## config.mk

```make
export PLATFORM = sky130hd
export DESIGN_NAME = id_ex_lane_pipe
export DESIGN_NICKNAME = d
export VERILOG_FILES = /design/src/rtl/id_ex_lane_pipe_pkg.sv /design/src/rtl/id_ex_lane_pipe_lane_reg.sv /design/src/rtl/id_ex_lane_pipe.sv
export SDC_FILE = /design/constraint.sdc
export NUM_CORES = 1
export LEC_CHECK = 0
export CAP_MARGIN = 20
export CORE_AREA = 5 5 230 232
export CTS_CLUSTER_DIAMETER = 80
export DETAILED_ROUTE_END_ITERATION = 10
export DIE_AREA = 0 0 235 237
export PLACE_DENSITY = 0.58
export SYNTH_ARGS = -nofsm -noshare
export SYNTH_HDL_FRONTEND = slang
export SYNTH_SLANG_ARGS = --single-unit
```

## constraint.sdc

```tcl
create_clock -name clk -period 2 [get_ports clk]
set_input_delay 0.4 -clock clk [delete_from_list [all_inputs] [get_ports clk]]
set_output_delay 0.4 -clock clk [all_outputs]
set_load 0.05 [all_outputs]
```

## src/rtl/id_ex_lane_pipe_pkg.sv

```systemverilog
// id_ex_pkg: shared lane layout for the ID/EX issue-packet stage.
// Holds the control-field struct, the field offsets and the helpers that derive
// the data-dependent offsets and the total lane width from DATA_W/PC_W.
// Lane layout, LSB first:
//   ctrl | rd | rs | rt | shamt | readData1 | readData2 | imm | pc | pcBranch
package id_ex_pkg;

    // Per-lane control bits. Because the struct is packed, memread lands in bit 0.
    typedef struct packed {
        logic [3:0] aluop;
        logic [1:0] regdst;
        logic [1:0] memtoreg;
        logic       prediction;
        logic       bit26;
        logic       branch;
        logic       alusrc;
        logic       regwrite;
        logic       memwrite;
        logic       memread;
    } lane_ctrl_t;

    localparam int CTRL_W    = $bits(lane_ctrl_t);
    localparam int REG_W     = 5;
    localparam int RD_OFF    = CTRL_W;
    localparam int RS_OFF    = RD_OFF + REG_W;
    localparam int RT_OFF    = RS_OFF + REG_W;
    localparam int SHAMT_OFF = RT_OFF + REG_W;
    localparam int RD1_OFF   = SHAMT_OFF + REG_W;

    function automatic int rd2_off(input int data_w);
        return RD1_OFF + data_w;
    endfunction

    function automatic int imm_off(input int data_w);
        return RD1_OFF + 2 * data_w;
    endfunction

    function automatic int pc_off(input int data_w);
        return RD1_OFF + 3 * data_w;
    endfunction

    function automatic int pcbranch_off(input int data_w, input int pc_w);
        return pc_off(data_w) + pc_w;
    endfunction

    // Total payload bits carried by one lane.
    function automatic int lane_w(input int data_w, input int pc_w);
        return pc_off(data_w) + 2 * pc_w;
    endfunction

endpackage

```

## src/rtl/id_ex_lane_pipe_lane_reg.sv

```systemverilog
// id_ex_lane_reg: a single lane's valid bit and payload register.
// Flush has priority over load, and load has priority over hold. When a bubble
// lane is loaded, its payload is stored as zero, so a lane that is not valid
// always reads back all-zero.
module id_ex_lane_reg #(
    parameter int W = 1
) (
    input  logic         clk,
    input  logic         reset,
    input  logic         flush,
    input  logic         load,
    input  logic         in_valid,
    input  logic [W-1:0] in_data,
    output logic         valid_nxt,
    output logic         out_valid,
    output logic [W-1:0] out_data
);

    logic         valid_q, valid_d;
    logic [W-1:0] data_q,  data_d;

    // Next-state selection: flush > load > hold.
    always_comb begin
        // NOTE: defaults first, so every path assigns every output and no latch is inferred.
        valid_d = valid_q;
        data_d  = data_q;
        if (flush) begin
            valid_d = 1'b0;
            data_d  = '0;
        end else if (load) begin
            valid_d = in_valid;
            data_d  = in_valid ? in_data : '0;
        end
    end

    // Lane state register; an asynchronous reset clears the lane.
    always_ff @(posedge clk or negedge reset) begin
        // NOTE: use non-blocking assignments so that every flop samples pre-edge values.
        if (!reset) begin
            valid_q <= 1'b0;
            data_q  <= '0;
        end else begin
            valid_q <= valid_d;
            data_q  <= data_d;
        end
    end

    assign valid_nxt = valid_d;
    assign out_valid = valid_q;
    assign out_data  = data_q;

endmodule

```

## src/rtl/id_ex_lane_pipe.sv

```systemverilog
// id_ex_lane_pipe: ID/EX stage that carries a LANES-wide issue packet and uses
// a valid/ready handshake. Flush is applied per lane.
// The optional macro ID_EX_SKID_EN adds one skid packet, so that in_ready comes
// directly from a flop. When the macro is not defined, in_ready is combinational.
module id_ex_lane_pipe
    import id_ex_pkg::*;
#(
    parameter  int LANES  = 2,
    parameter  int DATA_W = 32,
    parameter  int PC_W   = 8,
    localparam int LANE_W = lane_w(DATA_W, PC_W)
) (
    input  logic                    clk,
    input  logic                    reset,
    input  logic [LANES-1:0]        in_valid,
    input  logic [LANES*LANE_W-1:0] in_data,
    output logic                    in_ready,
    input  logic [LANES-1:0]        flush,
    output logic [LANES-1:0]        out_valid,
    output logic [LANES*LANE_W-1:0] out_data,
    input  logic                    out_ready
);

    logic                    main_full;
    logic                    main_load;
    logic [LANES-1:0]        main_src_valid;
    logic [LANES*LANE_W-1:0] main_src_data;
    logic [LANES-1:0]        main_valid_nxt;

    // A packet that has been flushed to all-bubble counts as empty, so it never blocks a load.
    assign main_full = |out_valid;
    assign main_load = ~main_full | out_ready;

`ifdef ID_EX_SKID_EN
    logic [LANES-1:0]        skid_valid;
    logic [LANES-1:0]        skid_valid_nxt;
    logic [LANES*LANE_W-1:0] skid_data;
    logic [LANES-1:0]        skid_src_valid;
    logic [LANES*LANE_W-1:0] skid_src_data;
    logic                    skid_full;
    logic                    skid_load;
    logic                    in_ready_q, in_ready_d;

    assign skid_full = |skid_valid;

    // Source selection: the skid always drains into main before new input is taken.
    // The skid captures input only while it accepts (skid empty) and main is blocked.
    always_comb begin
        main_src_valid = in_valid;
        main_src_data  = in_data;
        skid_src_valid = in_valid;
        skid_src_data  = in_data;
        skid_load      = ~main_load;
        if (skid_full) begin
            main_src_valid = skid_valid;
            main_src_data  = skid_data;
            skid_src_valid = '0;
            skid_src_data  = '0;
            skid_load      = main_load;
        end
        in_ready_d = ~|skid_valid_nxt;
    end

    // Registered upstream ready, which is high exactly when the skid is empty.
    always_ff @(posedge clk or negedge reset) begin
        if (!reset) begin
            in_ready_q <= 1'b1;
        end else begin
            in_ready_q <= in_ready_d;
        end
    end

    assign in_ready = in_ready_q;

    for (genvar i = 0; i < LANES; i++) begin : g_skid
        id_ex_lane_reg #(.W(LANE_W)) u_skid_lane (
            .clk       (clk),
            .reset     (reset),
            .flush     (flush[i]),
            .load      (skid_load),
            .in_valid  (skid_src_valid[i]),
            .in_data   (skid_src_data[i*LANE_W +: LANE_W]),
            .valid_nxt (skid_valid_nxt[i]),
            .out_valid (skid_valid[i]),
            .out_data  (skid_data[i*LANE_W +: LANE_W])
        );
    end
`else
    // Without a skid, main always loads directly from decode.
    always_comb begin
        main_src_valid = in_valid;
        main_src_data  = in_data;
    end

    assign in_ready = main_load;
`endif

    for (genvar i = 0; i < LANES; i++) begin : g_main
        id_ex_lane_reg #(.W(LANE_W)) u_main_lane (
            .clk       (clk),
            .reset     (reset),
            .flush     (flush[i]),
            .load      (main_load),
            .in_valid  (main_src_valid[i]),
            .in_data   (main_src_data[i*LANE_W +: LANE_W]),
            .valid_nxt (main_valid_nxt[i]),
            .out_valid (out_valid[i]),
            .out_data  (out_data[i*LANE_W +: LANE_W])
        );
    end

endmodule

```

==> metrics.cfg, run 1 <==
[status]
status=finished, final reports clean

[routing]
wl_mm=37.9
drtPass1Iterations=7
drtIter0Drc=303
drc=0
routedWlPerCell_um=19.0
antenna_left=0
vias=8576
viasPerCell=4.28

[synthesis]
yosysSeqAreaShare_pct=70.5
syn_nets=965
synth_cells=664
synth_seq_cells=296
yosysUniqueCellTypes=13
avgSynthCellArea_um2=15.8
synthesis.area_um2=10500
synth_warnings=0

[power_and_ir_drop]
power.total_uw=15700
p_sw_uw=4370
powerDensity_nw_per_um2=856
irDropWorstVdd_v=0.000404
seq_power_share_pct=41.0
clock_power_share_pct=40.2
power_leakage_uw=0.00936
p_comb_share_pct=18.8
sw_frac_of_total_pct=27.7
p_int_uw=11400

[floorplanning]
dieHeight_um=237
die_area_um2=55700
core_um2=50800
floorplan.initialDensity_pct=20.7
row_count=83
fp.dieW_um=235
ios=598

[layout]
fillers=5014
nets=1600
num_antenna_cells=0
post-route-util_pct=36.2
synthToLayoutAreaGrowth_pct=75.0
drive_gt1_share_pct=15.4
design_area_um2=18400

[sta]
worstMarginPinSlew_ns=0.547
finClkSkew_ns=0.0163
rsz0062_at_grt=false
min_period_ns=1.94
setup_viol=0
setup_tns_ns=0
finalHoldViolCount=0
relSlewSlack_pct=63.7
setup_slack_ns=0.0649
period_share_pct=96.8
fmax_mhz=517
slew_violations=0

[placed_design]
gp_congestion=0.803
place_ws_ns=0.000581
port-buffer-count=597
placed_area_um2=17500
dp.final_hpwl_mm=29.0

[global_route]
grt_start_max_net_pins=56
first_global_vias=9304
globalRouteOverflowTotal=0
grt_pass1_wl_mm=57.5
grt_antenna_before_repair=0
grt.total_usage_pct=12.9

[setup_path]
startpoint_type=flop
crit_required_ns=1.60
endpoint=in_ready
cp_max_fo=3
r2r_slack_ns=0.39
cp-startpoint=g_main[1].u_main_lane.out_valid$_DFFE_PN0P_
r2r_end=g_main[0].u_main_lane.out_data[56]$_DFFE_PN0P_
worst_ep_arrival_time_ns=1.54
timing.rr.start=g_main[1].u_main_lane.out_valid$_DFFE_PN0P_
worstSetupEndpointType=output port
setup.worst_path.class=reg -> out
worstRegToRegCells=5

[cts]
h-tree-depth=2
clkSlewWorstSetupHoldPaths_ns=0.06
cts_made_buffers=35
clock_latency_ns=0.52
clock-root-buffer=clkbuf_16
cts_tree=built
cts.sinks=296
clockBufferDepth=3

[run]
timing.max_cap.violations=0

[min_path]
holdCritPathClass=in -> async

==> worst min-delay path by stage <==
stage                 from  cells after the start                                         endpoint
2_1_floorplan        reset                      0    g_main[0].u_main_lane.out_data[0]$_DFFE_PN0P_
6_report             reset                      2   g_main[1].u_main_lane.out_data[78]$_DFFE_PN0P_
3_3_place_gp         reset                      1  g_main[1].u_main_lane.out_data[106]$_DFFE_PN0P_
3_5_place_dp         reset                      1  g_main[1].u_main_lane.out_data[106]$_DFFE_PN0P_
5_1_grt        in_data[98]                      2   g_main[0].u_main_lane.out_data[98]$_DFFE_PN0P_
4_1_cts              reset                      2  g_main[1].u_main_lane.out_data[106]$_DFFE_PN0P_
==> routing by layer <==
layer,up-vias,track usage [%],wire length [um]
met5,-,0,0
li1,3845,-,-
met3,61,3.84,2620
met2,365,21.6,18500
met4,0,4.39,1060
met1,4305,16.0,15700
==> power groups by stage <==
stage               sequential (uW)  combinational, uW  clock (uW)
finish                         6460               2950        6330
global route                   6490               3100        6810
CTS                            6460               2990        6560
floorplan                      7570                498           0
global placement               6560               3110           0
detailed placement             6560               3130           0
==> cell usage after synthesis, drive strengths merged <==
cell type,number,share of area [%]
a21o,2,0.14
buf,61,4.1
dfrtp,296,70
nor2,2,0.12
nor3b,2,0.30
inv,1,0.036
o21ba,1,0.15
a22o,294,25
clkbuf,5,0.18
==> critical path: stages, from the launching register on <==
cell     delay [ns]
dfrtp_2        0.43
o21ba_4        0.26
inv_4          0.09
buf_4          0.12
buf_12         0.13
==> sequential cells by signal, indices dropped and copies added, names as in the netlist <==
signal	flops
g_main.u_main_lane.out_data	294
g_main.u_main_lane.out_valid	2
==> stage by stage <==
| stage | instances | hold slack [ns] |
|---|---|---|
| after floorplan | 664 | 0.104 |
| after global placement | 1939 | 0.385 |
| after detailed placement | 1939 | 0.399 |
| after CTS | 2002 | 0.410 |
| after global routing | 2002 | 0.439 |
| final | 2002 | 0.444 |
==> cell usage in the layout, fill, tap and decap left out <==
cell and instances:
clkinv_4 1, clkbuf_8 4, o21ba_4 1, clkbuf_16 37, dfrtp_2 2, bufinv_16 3
clkbuf_1 11, a21o_1 2, a22o_1 294, buf_8 1, clkdlybuf4s50_1 299, dlygate4sd3_1 1
dfrtp_1 294, nor2_4 2, clkinv_2 4, buf_4 122, inv_4 1, dlygate4sd2_1 217
nor3b_4 2, buf_12 24
==> repair_timing <==
item,CTS,global route
buffers inserted,2,0
hold buffers,1,0
gates resized for setup,220,0
setup endpoints to repair,218,0
endpoints found under the hold margin,42,0
==> cell families after synthesis <==
group	share of synthesized area (%)
and+or+nand+nor	0.417
AOI/OAI and AO/OA	24.8
DFF	70.5
buffers and inverters	4.30
==> cell type report <==
type                    instances  area (um^2)  share of cell area, %
clock buffers                  52         1020                   5.56
clock inverters                 8          119                  0.646
inverters                       1         6.26                 0.0340
multi-input cells             301         2670                   14.5
flip-flops and latches        296         7410                   40.3
well taps                     680          851                   4.63
repair buffers                664         6310                   34.3
Note: power is estimated with default switching activity, not from simulation.
==> run 2: changes to the inputs <==
--- a/config.mk
+++ b/config.mk
@@ -10,7 +10,8 @@
 export CTS_CLUSTER_DIAMETER = 80
 export DETAILED_ROUTE_END_ITERATION = 10
 export DIE_AREA = 0 0 235 237
-export PLACE_DENSITY = 0.58
+export GPL_TIMING_DRIVEN = 0
+export PLACE_DENSITY_LB_ADDON = 0.1
 export SYNTH_ARGS = -nofsm -noshare
 export SYNTH_HDL_FRONTEND = slang
 export SYNTH_SLANG_ARGS = --single-unit
==> run 2 against run 1 <==
  * Die area stayed put
  * Core utilization is 0.074 points lower
  * Sequential cell count stayed put
  * Global-route usage is 2.6 points higher
  * Hold slack better by 0.011 ns
  * Final area is 0.20% lower
  * Worst setup slack better by 0.038 ns
  * Clock power is 14% higher
  * Maximum frequency is 2.0% higher
  * Sequential power hardly changed
  * Critical path depth is 3 lower
  * Critical path type unchanged
  * Critical endpoint is now out_data[194]
  * Largest power group is now the clock network
==> metrics.cfg, run 2 (same netlist as run 1, synthesis figures left out) <==
[status]
status=finished, final reports clean

[cts]
clkSlewWorstSetupHoldPaths_ns=0.06  ; about the same
cts_tree=built
cts_made_buffers=39  ; +11%
clockBufferDepth=3  ; unchanged
cts.sinks=296  ; unchanged
h-tree-depth=2  ; unchanged
clock_latency_ns=0.54  ; +0.02 ns
clock-root-buffer=clkbuf_16

[floorplanning]
core_um2=50800  ; unchanged
fp.dieW_um=235  ; unchanged
die_area_um2=55700  ; unchanged
ios=598  ; unchanged
dieHeight_um=237  ; unchanged
floorplan.initialDensity_pct=20.7  ; unchanged
row_count=83  ; unchanged

[setup_path]
critPathMaxStageDelay_ns=0.59  ; +0.16 ns
cp-startpoint=g_main[1].u_main_lane.out_data[47]$_DFFE_PN0P_
worstSetupEndpointType=output port
crit_required_ns=1.60  ; about the same
cp_max_fo=2  ; -1
r2r_slack_ns=0.24  ; -0.15 ns
cpLargestDelayFamily=buffers and inverters
path_cells=dlygate4sd2_1
worst_ep_arrival_time_ns=1.50  ; -0.04 ns
cp_num_buf_inv=1  ; -2
worstRegToRegCells=4  ; -1
timing.rr.start=g_main[1].u_main_lane.out_valid$_DFFE_PN0P_
startpoint_type=flop
worst_path_max_delay_cell=dlygate4sd2_1
r2r_end=g_main[1].u_main_lane.out_data[142]$_DFFE_PN0P_
crit_cells=1  ; -3
endpoint=out_data[194]
setup.worst_path.class=reg -> out

[placed_design]
dp.final_hpwl_mm=34.8  ; +20%
gp_congestion=0.777  ; -3.3%
port-buffer-count=597  ; unchanged

[sta]
relSlewSlack_pct=51.1  ; -13 points
holdWs_ns=0.455  ; +0.0113 ns
finClkSkew_ns=0.0156  ; -0.000669 ns
slew_violations=0  ; unchanged
min_period_ns=1.90  ; -0.0377 ns
setup_viol=0  ; unchanged
fmax_mhz=527  ; +2.0%
period_share_pct=94.9  ; -1.9 points
setup_tns_ns=0  ; unchanged
rsz0062_at_grt=false
finalHoldViolCount=0  ; unchanged
worstMarginPinSlew_ns=0.733  ; +0.186 ns

[global_route]
grt.total_usage_pct=15.6  ; +2.6 points
globalRouteOverflowTotal=0  ; unchanged
grt_antenna_before_repair=5  ; +5
grt_pass1_wl_mm=66.0  ; +15%
first_global_vias=9099  ; -2.2%
grt_start_max_net_pins=109  ; +95%

[min_path]
holdCritPathClass=in -> reg

[routing]
wl_met1_mm=17.4  ; +11%
drc=0  ; unchanged
viasPerCell=4.26  ; -0.47%
vias=8583  ; +0.082%
antenna_left=0  ; unchanged
dr_wl_met3_mm=3.50  ; +34%
drtPass1Iterations=4  ; -3
routedWlPerCell_um=22.6  ; +19%
met2RoutedLength_mm=23.5  ; +27%
drtIter0Drc=326  ; +7.6%
wl_mm=45.5  ; +20%
top_layer_used=met5

[layout]
largest_reg_flops=294  ; unchanged
nets=1606  ; +0.38%
post-route-util_pct=36.1  ; -0.074 points
regArea_um2=7410  ; about the same
synthToLayoutAreaGrowth_pct=74.6
layout.cells.most_common_list=clkdlybuf4s50_1, dfrtp_1, a22o_1
fillers=5062  ; +0.96%
multi_input_area_um2=2650  ; -0.61%
layout_commonest_cell=clkdlybuf4s50_1
drive_gt1_share_pct=10.1  ; -5.4 points

[run]
timing.max_cap.violations=0  ; unchanged

[power_and_ir_drop]
powerDensity_nw_per_um2=901  ; +5.2%
irDropWorstVdd_v=0.000584  ; +44%
power_leakage_uw=0.00954  ; +2.0%

[run 2: power breakdown]
part | internal (uW) | leakage (uW) | total [uW] | switching (uW)
Sequential | 6280 | 0.00400 | 6430 | 148
Clock | 4450 | 0.000648 | 7200 | 2750
Combinational | 1080 | 0.00490 | 2890 | 1810
[run 2: repair_timing]
action                                  4_1_cts  5_1_grt
pin swaps                                     0        0
hold buffers                                  1        0
endpoints found under the hold margin        83        0
buffers inserted                              0        0
endpoints found under the setup margin      297        1
gates resized for setup                     307        1
[run 2: worst min-delay path by stage]
stage | endpoint | depth (start not counted) | from | slack [ns]
finish | g_main[1].u_main_lane.out_data[81]$_DFFE_PN0P_ | 2 | in_data[228] | 0.45
global route | g_main[0].u_main_lane.out_data[46]$_DFFE_PN0P_ | 2 | in_data[46] | 0.43
CTS | g_main[0].u_main_lane.out_data[7]$_DFFE_PN0P_ | 2 | in_data[7] | 0.41
detailed placement | g_main[1].u_main_lane.out_data[44]$_DFFE_PN0P_ | 1 | reset | 0.48
global placement | g_main[0].u_main_lane.out_data[28]$_DFFE_PN0P_ | 1 | g_main[0].u_main_lane.out_data[28]$_DFFE_PN0P_ | 0.49
floorplan | g_main[0].u_main_lane.out_data[0]$_DFFE_PN0P_ | 0 | reset | 0.10
[run 2: layer usage]
layer	vias to the layer above	global-route usage, %
met1	4332	17.9
met2	308	27.4
met4	6	4.51
met3	62	5.38
met5	-	0
li1	3875	-
[run 2: worst reg2reg max path: stages (launching register included)]
cell and delay (ns):
dfrtp_1 0.40, o21ba_4 0.25, nor3b_2 0.35, clkbuf_1 0.48
a22o_1 0.22
[run 2: layout make-up]
class | instances | share of cell area, %
antenna | 2 | 0.0273
buffer | 66 | 2.44
clock buffer | 56 | 6.39
clock inverter | 11 | 0.764
inverter | 1 | 0.0205
multi-input combinational | 301 | 14.4
sequential | 296 | 40.4
tap | 680 | 4.64
timing repair buffer | 600 | 30.9
[run 2: per-stage QoR]
stage	cells	setup WS (ns)	area, um^2	power (uW)
floorplan	664	0.419	10500	8070
global placement	1941	-13.85	17300	9680
detailed placement	1943	-0.383	17400	9680
CTS	2011	0.000141	18400	16900
global route	2013	0.0251	18400	17200
finish	2013	0.103	18400	16500
==> run 3: changes to the inputs <==
--- a/config.mk
+++ b/config.mk
@@ -12,6 +12,7 @@
 export DIE_AREA = 0 0 235 237
 export GPL_TIMING_DRIVEN = 0
 export PLACE_DENSITY_LB_ADDON = 0.1
+export RECOVER_POWER = 100
 export SYNTH_ARGS = -nofsm -noshare
 export SYNTH_HDL_FRONTEND = slang
 export SYNTH_SLANG_ARGS = --single-unit
==> run 3 against run 2 <==
  * Register-to-register slack lost 0.02 ns
  * Sequential cell count is the same
  * First-iteration DRC count shrank 6.1%
  * Sequential power is essentially flat
  * Final cell count is essentially flat
  * Critical endpoint is now out_data[204]
==> metrics.cfg, run 3 (same netlist as run 1, synthesis figures left out) <==
[setup_path]
cp_num_buf_inv=1  ; unchanged
cp_max_fo=2  ; unchanged
worstRegToRegCells=6  ; +2
crit_required_ns=1.60  ; about the same
cpLargestDelayFamily=buffers and inverters
cp-startpoint=g_main[1].u_main_lane.out_data[57]$_DFFE_PN0P_
worst_path_max_delay_cell=dlygate4sd2_1
worstSetupEndpointType=output port
critPathMaxStageDelay_ns=0.60  ; about the same
timing.rr.start=g_main[0].u_main_lane.out_valid$_DFFE_PN0P_
crit_cells=1  ; unchanged
setup.worst_path.class=reg -> out
worst_ep_arrival_time_ns=1.50  ; about the same
path_cells=dlygate4sd2_1
startpoint_type=flop

[global_route]
grt_pass1_wl_mm=66.0  ; unchanged
grt.total_usage_pct=15.6  ; unchanged
grt_antenna_before_repair=5  ; unchanged
grt_start_max_net_pins=109  ; unchanged
globalRouteOverflowTotal=0  ; unchanged
first_global_vias=9099  ; unchanged

[routing]
drtIter0Drc=306  ; -6.1%
vias=8573  ; -0.12%
routedWlPerCell_um=22.6  ; about the same
drtPass1Iterations=4  ; unchanged
drc=0  ; unchanged
wl_mm=45.6  ; about the same
antenna_left=0  ; unchanged
viasPerCell=4.26  ; -0.17%

[cts]
clockBufferDepth=3  ; unchanged
h-tree-depth=2  ; unchanged
cts_tree=built
clock-root-buffer=clkbuf_16
clock_latency_ns=0.54  ; about the same
cts_made_buffers=39  ; unchanged
clkSlewWorstSetupHoldPaths_ns=0.06  ; about the same
cts.sinks=296  ; unchanged

[power_and_ir_drop]
irDropWorstVdd_v=0.000584  ; about the same
seq_power_share_pct=38.9  ; about the same
p_comb_share_pct=17.5  ; about the same
clock_power_share_pct=43.6  ; about the same
power_leakage_uw=0.00952  ; -0.25%
sw_frac_of_total_pct=28.5  ; about the same
p_int_uw=11800  ; about the same
powerDensity_nw_per_um2=901  ; about the same
power.total_uw=16500  ; about the same
p_sw_uw=4710  ; about the same

[sta]
relSlewSlack_pct=49.9  ; -1.2 points
worstMarginPinSlew_ns=0.752  ; +0.0187 ns
slew_violations=0  ; unchanged
rsz0062_at_grt=false
fmax_mhz=527  ; about the same
finalHoldViolCount=0  ; unchanged
min_period_ns=1.90  ; +0.00146 ns
setup_viol=0  ; unchanged
setup_slack_ns=0.101  ; -0.00146 ns
finClkSkew_ns=0.0177  ; +0.00202 ns
period_share_pct=94.9  ; about the same

[placed_design]
place_ws_ns=-0.383  ; unchanged
port-buffer-count=597  ; unchanged
dp.final_hpwl_mm=34.8  ; unchanged
placed_area_um2=17400  ; unchanged
gp_congestion=0.777  ; unchanged

[layout]
layout.cells.most_common_list=clkdlybuf4s50_1, dfrtp_1, a22o_1
fillers=5063  ; +0.020%
nets=1606  ; unchanged
design_area_um2=18300  ; about the same
synthToLayoutAreaGrowth_pct=74.5  ; about the same
layout_commonest_cell=clkdlybuf4s50_1
drive_gt1_share_pct=9.99  ; -0.075 points
largest_reg_flops=294  ; unchanged
post-route-util_pct=36.1  ; about the same

[run]
timing.max_cap.violations=0  ; unchanged

[floorplanning]
row_count=83  ; unchanged
die_area_um2=55700  ; unchanged
fp.dieW_um=235  ; unchanged
floorplan.initialDensity_pct=20.7  ; unchanged
dieHeight_um=237  ; unchanged
ios=598  ; unchanged
core_um2=50800  ; unchanged

[min_path]
hold_path_depth=2  ; unchanged
holdCritPathClass=in -> reg
worstHoldStart=in_data[7]

[status]
status=finished, final reports clean

-- run 3: worst register-to-register path, cell delays in order (launching register included) --
cell and delay [ns]:
dfrtp_1 0.39, o21ba_4 0.19, inv_2 0.07, nor2_2 0.19, clkbuf_2 0.37, clkbuf_2 0.33, a22o_1 0.19
-- run 3: cell type report --
cell class | count | area (um^2) | area share [%]
clock buffer | 56 | 1170 | 6.39
tap | 680 | 851 | 4.64
multi-input combinational | 301 | 2650 | 14.4
clock inverter | 11 | 140 | 0.764
inverter | 1 | 3.75 | 0.0205
sequential | 296 | 7410 | 40.4
buffer | 66 | 444 | 2.42
antenna | 3 | 7.51 | 0.0409
timing repair buffer | 600 | 5670 | 30.9
-- run 3: path summary, 6_finish.rpt --
check / to / slack, ns
worst max-delay path: out_data[204] / 0.10
worst min-delay path: g_main[0].u_main_lane.out_data[7]$_DFFE_PN0P_ / 0.45
worst max register to register: g_main[1].u_main_lane.out_data[110]$_DFFE_PN0P_ / 0.22
worst min register to register: g_main[0].u_main_lane.out_data[58]$_DFFE_PN0P_ / 0.49
max in group asynchronous: g_main[0].u_main_lane.out_data[125]$_DFFE_PN0P_ / 0.42
min in group asynchronous: g_main[1].u_main_lane.out_data[43]$_DFFE_PN0P_ / 0.47
-- run 3: routing by layer --
layer	vias up	share of wire [%]	track usage, %
li1	3875	-	-
met1	4349	39	17.9
met2	288	52	27.4
met3	55	7.3	5.38
met4	6	2.1	4.51
met5	-	0.099	0
-- run 3: repair_timing --
item | 4_1_cts | 5_1_grt
setup buffers | 0 | 0
endpoints found under the setup margin | 297 | 1
gates resized for setup | 307 | 1
endpoints found under the hold margin | 83 | 0
hold buffers | 1 | 0
-- run 3: power groups by stage --
| stage | sequential [uW] | combinational [uW] | clock, uW |
|---|---|---|---|
| detailed placement | 6550 | 3140 | 0 |
| global placement | 6560 | 3130 | 0 |
| finish | 6430 | 2890 | 7200 |
| floorplan | 7570 | 498 | 0 |
| CTS | 6430 | 2940 | 7480 |
| global route | 6470 | 3040 | 7680 |
-- run 3: metrics by stage --
stage / TNS (ns) / hold slack, ns / cells
2_1_floorplan: 0 / 0.104 / 664
3_3_place_gp: -4141.59 / 0.488 / 1941
3_5_place_dp: -66.79 / 0.476 / 1943
4_1_cts: 0 / 0.409 / 2011
5_1_grt: 0 / 0.427 / 2013
6_report: 0 / 0.453 / 2014
